<file path="src/rtl/pipediv_stream.sv">
// pipediv_stream: fully pipelined restoring divider with a valid/ready stream
// interface. One register stage per BITS_PER_STAGE quotient bits, MSB first;
// the whole pipeline advances together and freezes while the output is held.
// Optional build macro: PIPEDIV_SIGNED_EN adds the in_signed port and
// two's-complement division (quotient toward zero, remainder takes the
// dividend's sign).
module pipediv_stream #(
  parameter int DIVIDENDLEN    = 16,
  parameter int DIVISORLEN     = 8,
  parameter int BITS_PER_STAGE = 1
) (
  input  logic                   clock,
  input  logic                   reset_n,
  input  logic                   in_valid,
  output logic                   in_ready,
  input  logic [DIVIDENDLEN-1:0] dividend,
  input  logic [DIVISORLEN-1:0]  divisor,
`ifdef PIPEDIV_SIGNED_EN
  input  logic                   in_signed,
`endif
  output logic                   out_valid,
  input  logic                   out_ready,
  output logic [DIVIDENDLEN-1:0] quotient,
  output logic [DIVISORLEN-1:0]  remainder,
  output logic                   div_by_zero
);

  localparam int NSTAGES = DIVIDENDLEN / BITS_PER_STAGE;
  // Wide enough to hold divisor << (DIVIDENDLEN-1), the largest trial value.
  localparam int PREMLEN = DIVIDENDLEN + DIVISORLEN - 1;

  generate
    if ((DIVIDENDLEN % BITS_PER_STAGE) != 0) begin : g_bad_cfg
      $error("pipediv_stream: BITS_PER_STAGE must divide DIVIDENDLEN");
    end
  endgenerate

  typedef struct packed {
    logic                   valid;
    logic [PREMLEN-1:0]     prem;
    logic [DIVISORLEN-1:0]  dvs;
    logic [DIVIDENDLEN-1:0] quo;
    logic                   dbz;
`ifdef PIPEDIV_SIGNED_EN
    logic                   neg_q;
    logic                   neg_r;
`endif
  } stage_t;

  // Resolve BITS_PER_STAGE quotient bits for stage idx. The partial remainder
  // is compared against the divisor aligned to the bit being resolved, so a
  // zero divisor always "fits": quotient goes all ones and the remainder keeps
  // the dividend untouched, which is exactly the divide-by-zero result.
  function automatic stage_t resolve(input stage_t cur, input int idx);
    stage_t             nxt;
    logic [PREMLEN-1:0] trial;
    int                 sh;
    nxt = cur;
    for (int b = 0; b < BITS_PER_STAGE; b++) begin
      sh      = DIVIDENDLEN - 1 - idx * BITS_PER_STAGE - b;
      trial   = PREMLEN'(cur.dvs) << sh;
      nxt.quo = nxt.quo << 1;
      if (nxt.prem >= trial) begin
        nxt.prem   = nxt.prem - trial;
        nxt.quo[0] = 1'b1;
      end
    end
    return nxt;
  endfunction

  logic                   advance;
  logic [DIVIDENDLEN-1:0] a_mag;
  logic [DIVISORLEN-1:0]  b_mag;
  logic [DIVISORLEN-1:0]  rem_mag;
  stage_t                 entry;
  stage_t                 pipe_reg  [NSTAGES];
  stage_t                 pipe_next [NSTAGES];

  // The pipeline moves unless a finished result is waiting on the consumer.
  assign advance  = !(out_valid && !out_ready);
  assign in_ready = advance;

  // Build the stage-0 operand record; signed operands enter as magnitudes and
  // the sign corrections ride along to the output.
  always_comb begin
    entry       = '0;
    a_mag       = dividend;
    b_mag       = divisor;
    entry.valid = in_valid && in_ready;
    entry.dbz   = (divisor == '0);
`ifdef PIPEDIV_SIGNED_EN
    entry.neg_r = in_signed && dividend[DIVIDENDLEN-1];
    entry.neg_q = (entry.neg_r ^ (in_signed && divisor[DIVISORLEN-1])) && !entry.dbz;
    if (entry.neg_r) begin
      a_mag = -dividend;
    end
    if (in_signed && divisor[DIVISORLEN-1]) begin
      b_mag = -divisor;
    end
`endif
    entry.prem = PREMLEN'(a_mag);
    entry.dvs  = b_mag;
  end

  assign pipe_next[0] = resolve(entry, 0);

  generate
    for (genvar gi = 1; gi < NSTAGES; gi++) begin : g_stage
      assign pipe_next[gi] = resolve(pipe_reg[gi-1], gi);
    end
  endgenerate

  // Stage registers: cleared asynchronously, shifted together on advance.
  always_ff @(posedge clock or negedge reset_n) begin
    if (!reset_n) begin
      for (int s = 0; s < NSTAGES; s++) begin
        pipe_reg[s] <= '0;
      end
    end else if (advance) begin
      for (int s = 0; s < NSTAGES; s++) begin
        pipe_reg[s] <= pipe_next[s];
      end
    end
  end

  assign out_valid   = pipe_reg[NSTAGES-1].valid;
  assign div_by_zero = pipe_reg[NSTAGES-1].dbz;
  assign rem_mag     = pipe_reg[NSTAGES-1].prem[DIVISORLEN-1:0];

`ifdef PIPEDIV_SIGNED_EN
  assign quotient  = pipe_reg[NSTAGES-1].neg_q ? -pipe_reg[NSTAGES-1].quo
                                               :  pipe_reg[NSTAGES-1].quo;
  assign remainder = pipe_reg[NSTAGES-1].neg_r ? -rem_mag : rem_mag;
`else
  assign quotient  = pipe_reg[NSTAGES-1].quo;
  assign remainder = rem_mag;
`endif

endmodule

</file>
<file path="config.mk">
export PLATFORM = sky130hd
export DESIGN_NAME = pipediv_stream
export DESIGN_NICKNAME = d
export VERILOG_FILES = /design/src/rtl/pipediv_stream.sv
export SDC_FILE = /design/constraint.sdc
export NUM_CORES = 2
export LEC_CHECK = 0
export CORE_ASPECT_RATIO = 1.25
export CORE_MARGIN = 10
export CORE_UTILIZATION = 35
export CTS_CLUSTER_DIAMETER = 150
export CTS_CLUSTER_SIZE = 20
export DETAILED_ROUTE_END_ITERATION = 12
export RECOVER_POWER = 50
export SETUP_SLACK_MARGIN = 0.02
export SYNTH_ARGS = -nofsm -noshare
export SYNTH_HDL_FRONTEND = slang
export SYNTH_SLANG_ARGS = --single-unit
</file>
<file path="constraint.sdc">
create_clock -name clock -period 2.9 [get_ports clock]
set_input_delay 0.58 -clock clock [delete_from_list [all_inputs] [get_ports clock]]
set_output_delay 0.58 -clock clock [all_outputs]
set_load 0.005 [all_outputs]
</file>
After elaboration in Yosys (flattened, before gate mapping)
Cells that the tools add are included.

word-level totals
  register bits = 641
  latch bits = 0
  memory bits (writable) = 0
  memory bits (read-only) = 0
  input port bits = 28
  output and inout port bits = 27
  logic and storage cells = 148
  memories = 0

cells by class
  add/subtract/negate cells = 16
  multiply operators = 0
  div/mod/pow operators = 0
  $lt $le $gt $ge = 16
  equal/unequal tests = 0
  shift operators = 0
  muxes and demuxes = 32
  bitwise operators = 0
  reductions and logical operators = 5

operator list
  cell              count
  $mux W23          15
  $ge A16 B23 Y1    1
  $ge A23 B10 Y1    1
  $ge A23 B11 Y1    1
  $ge A23 B12 Y1    1
  $ge A23 B13 Y1    1
  $ge A23 B14 Y1    1
  $ge A23 B15 Y1    1
  $ge A23 B16 Y1    1
  $ge A23 B17 Y1    1
  $ge A23 B18 Y1    1
  $ge A23 B19 Y1    1
  $ge A23 B20 Y1    1
  $ge A23 B21 Y1    1
  $ge A23 B22 Y1    1
  $ge A23 B8 Y1     1
  $ge A23 B9 Y1     1
  $sub A16 B23 Y23  1
  $sub A23 B10 Y23  1
  $sub A23 B11 Y23  1
  $sub A23 B12 Y23  1
  $sub A23 B13 Y23  1
  $sub A23 B14 Y23  1
  $sub A23 B15 Y23  1
  14 further kinds  31

Depth between registers and ports, before layout
  depth after elaboration = 4
  gate-level depth with buffers = 12
  mapped depth without buffers = 11

Worst setup path after synthesis
Ideal clock, no wire load.

  path kind = reg2reg
  from = register pipe_reg[278] (netlist name)
  to = register pipe_reg[240] (netlist name)
  library setup time = 133 ps
  arrival = 2634 ps
  data required time = 2767 ps
  setup slack = 133 ps
  cell stages (with the launch flop) = 9
  buffers on the path = 0
  clock period less this slack = 2767 ps
  cell sequence = dfrtp_1 > ha_1 > or4b_2 > nor4_1 > a21oi_1 > or4b_2 > nor2_1 > xnor2_1 > o21ai_0

between the ends
  word-level cells in the longest chain between the ends = 2
  elaborated cells on any way between the ends = 3
  classes of those cells = add/sub: 1; order compare: 1; mux: 1

ends and longest elaborated chain
  what                                                line    text
  start: declaration                                  76      stage_t pipe_reg [NSTAGES];
  start signal: indexed assignment                    121     pipe_reg[s] <= pipe_next[s];
  $sub A23 B12 Y23 or $ge A23 B12 Y1 (tied branches)  64, 63
  $mux W23 (*)                                        63      if (nxt.prem >= trial) begin

Mark *: on every way between the ends. The rest lies on a longest branch, timed or not.
A chain may end at the register's enable or synchronous reset.

Final worst setup path
  from = register pipe_reg[131] (netlist name)
  to = register pipe_reg[75] (netlist name)

between the ends
  word-level cells in the longest chain between the ends = 2

ends and longest elaborated chain
  what           line
  $ge A23 B9 Y1  63
  $mux W23       63

No other way between the ends.

==> flow_summary.toml <==
[outcome]
status = "finished, violations left"
violations = "capacitance limit, slew limit"

[drt]
viasPerCell = 4.99
drt_first_pass_iters = 5
dr.first_iter.drc_count = 1408
drc = 0
routed_wl_mm = 77.8
wire_per_inst_um = 15.5
vias = 25100
drtAntennaViolNets = 0

[global_routing]
grt_pass1_wl_mm = 130
grt_antenna_before_repair = 0
grt_pass1_vias = 25000
groute.usage.overall_pct = 14.6
grt_overflow = 0
grt_max_degree = 149

[pwr]
vdd_drop_max_uv = 572
leakage_uw = 0.0166
fin_total_pwr_uw = 43400
p_per_area_mw_per_mm2 = 1200

[logic_synthesis]
synth_fp_nets = 3962
yosys_most_used_dff = "dfrtp_1"
yosysMostFrequentCell = "nand2_1"
synth-seq-cells = 641
synth_area_leader_cell = "dfrtp_1"
synth_top_area_share_pct = 49.0
yosys_warnings = 0
synth_edf_count = 0
async_flop_share_pct = 100
yosys-top-cells-area = "dfrtp_1 49%, nand2_1 13%, ha_1 4.7%"
netlist_area_mm2 = 0.0328
synthCells = 3797
synth_common_cells = "1133 x nand2_1, 641 x dfrtp_1, 292 x nor2_1"
synth.avg_cell_area_um2 = 8.63
ys_types = 77
ys_seq_area_share_pct = 49.0

[floorplan]
die_y_um = 362
io_pins = 55
die_width_um = 294
core-area_mm2 = 0.0929
start_util_pct = 35.3
rows = 125
die_area_mm2 = 0.106

[timing]
finalSetupViolations = 0
hold_viol_final = 0
fmaxAchievable_ghz = 0.359
worst_pin_slew_ns = 2.01
slew_headroom_pct = -33.9
finalCritPeriodShare_pct = 96.0
fin_worst_skew_ns = 0.0299
slew_violations = 59
rsz0062_at_grt = "true"
min_period_ns = 2.78

[setup_path]
crit_path_start_kind = "flip-flop"
crit_type = "flip-flop to flip-flop"
crit_arrival_ns = 3.27
cp-startpoint = "pipe_reg[131]"
cpPeakStageDelay_ns = 0.45
cp_slowest_cell = "nor4_1"
cp-end-kind = "flip-flop"
cp-endpoint = "pipe_reg[75]"
path_cells = "ha_1, nor4_1, and3_1, o211ai_1, buf_4, nor2_1, buf_4, nor2_1, a211oi_1, a21oi_1"
r2r-end = "pipe_reg[75]"
rr_startpoint = "pipe_reg[131]"
cp_max_fo = 10
rr_worst_depth = 10
regToRegSetupSlack_ns = 0.12
cp.required_ns = 3.38

[layout]
layout.nets = 3988
multiInputGateArea_mm2 = 0.0154
seqCellArea_mm2 = 0.0160
drive_gt1_share_pct = 5.88
syn2layout_area_growth_pct = 10.7
largest_reg_flops = 345
fillers = 9605
utilization_pct = 39.0
n_antenna_cell = 0

[job]
cap_viol_max_count = 1

[clocking]
clock-root-buffer = "clkbuf_16"
cts_buffer_depth = 3
cts.htree.levels = 2
numCtsBuffers = 38
path_clk_slew_ns = 0.09
cts_tree = "yes"
clock-sinks = 641
clock_latency_ns = 0.60

[worst_hold_path]
hold_path_class = "flip-flop to flip-flop"

[placed_design]
port_buffers = 54
finalWeightedCongestion = 0.853
dp_hpwl_mm = 57.1
-- through the flow --
step / instances / TNS, ns / setup slack, ns / hold WS [ns] / instance area (um2)
CTS: 5030 / 0 / 0.0356 / 0.457 / 36300
global placement: 4986 / 0 / 0.0105 / 0.445 / 35200
global route: 5032 / 0 / 0.00395 / 0.484 / 36200
finish: 5032 / 0 / 0.115 / 0.459 / 36200
detailed placement: 4986 / -0.00658 / -0.00658 / 0.454 / 35200
floorplan: 3797 / 0 / 0.133 / 0.284 / 32800
-- placed cells by master (no fill, tap or decap), drive strengths merged, types with 21 or more instances in the layout --
cell,netlist,final
a21o,22,22
a21oi,168,168
a31oi,54,54
buf,34,110
clkbuf,161,56
clkdlybuf4s50,0,53
dfrtp,641,641
ha,122,122
inv,169,170
mux2i,42,42
nand2,1133,1133
nand3,37,37
nor2,292,292
nor2b,48,48
nor3,48,48
nor4,46,46
o211ai,21,21
o21a,25,25
o21ai,277,277
o31ai,25,25
or2,23,23
or3,29,29
or4,26,26
xnor2,68,68
xor2,54,54
-- worst max-delay path, delay by kind of cell, from the launching register on --
family | cells | cell delay (ns)
flip-flops | 1 | 0.42
adder cells (fa/ha/maj) | 1 | 0.25
AO/OA/AOI/OAI | 3 | 0.47
buffers and inverters | 2 | 0.46
AND/OR/NAND/NOR | 4 | 1.07
-- cell families (layout without fill, tap and decap cells) --
family / count (synthesis) / after routing / synth area share (%)
and+or+nand+nor: 1788 / 1788 / 23.5
xor gates and xnor gates: 122 / 122 / 3.26
DFF: 641 / 641 / 49.0
muxes: 47 / 47 / 1.46
adders and majority gates: 137 / 137 / 5.58
buffers and inverters: 364 / 393 / 4.49
AOI/OAI and AO/OA: 698 / 698 / 12.7
-- routing by layer --
layer  GRT usage [%]  routed length, um  vias to the layer above
li1                -                  -                    12700
met1            17.6              33600                    12000
met2            26.9              40100                      260
met3            1.86               2140                       96
met4            4.13               1950                        0
met5               0                  0                        -
-- worst min-delay path by stage --
stage | slack (ns) | endpoint | cells after the start | startpoint
after global placement | 0.45 | pipe_next[48] | 2 | pipe_next[48]
after global routing | 0.48 | pipe_next[588] | 2 | pipe_next[637]
after floorplan | 0.28 | div_by_zero | 0 | reset_n
final | 0.46 | pipe_next[441] | 2 | pipe_next[490]
after CTS | 0.46 | pipe_next[441] | 2 | pipe_next[490]
after detailed placement | 0.45 | out_valid | 1 | pipe_next[48]
-- power breakdown --
part	switching [uW]	total, uW	internal [uW]
registers	3240	16200	12900
logic	12300	21800	9540
clock network	3030	5470	2440
-- final cells by class --
type,count,share of cell area [%]
clock buffers,39,2.69
clock inverters,4,0.155
inverters,169,1.77
multi-input cells,2792,42.4
flip-flops and latches,641,44.3
well taps,1206,4.16
repair buffers,181,4.54
-- timing repair --
item,in CTS,in global routing
hold endpoints to repair,20,0
setup buffers,0,2
hold buffers,1,0
resized for setup,2,28
setup endpoints to repair,3,51
cloned,0,0
pin swaps,0,6
No activity file was read; power rests on OpenSTA's default activity.
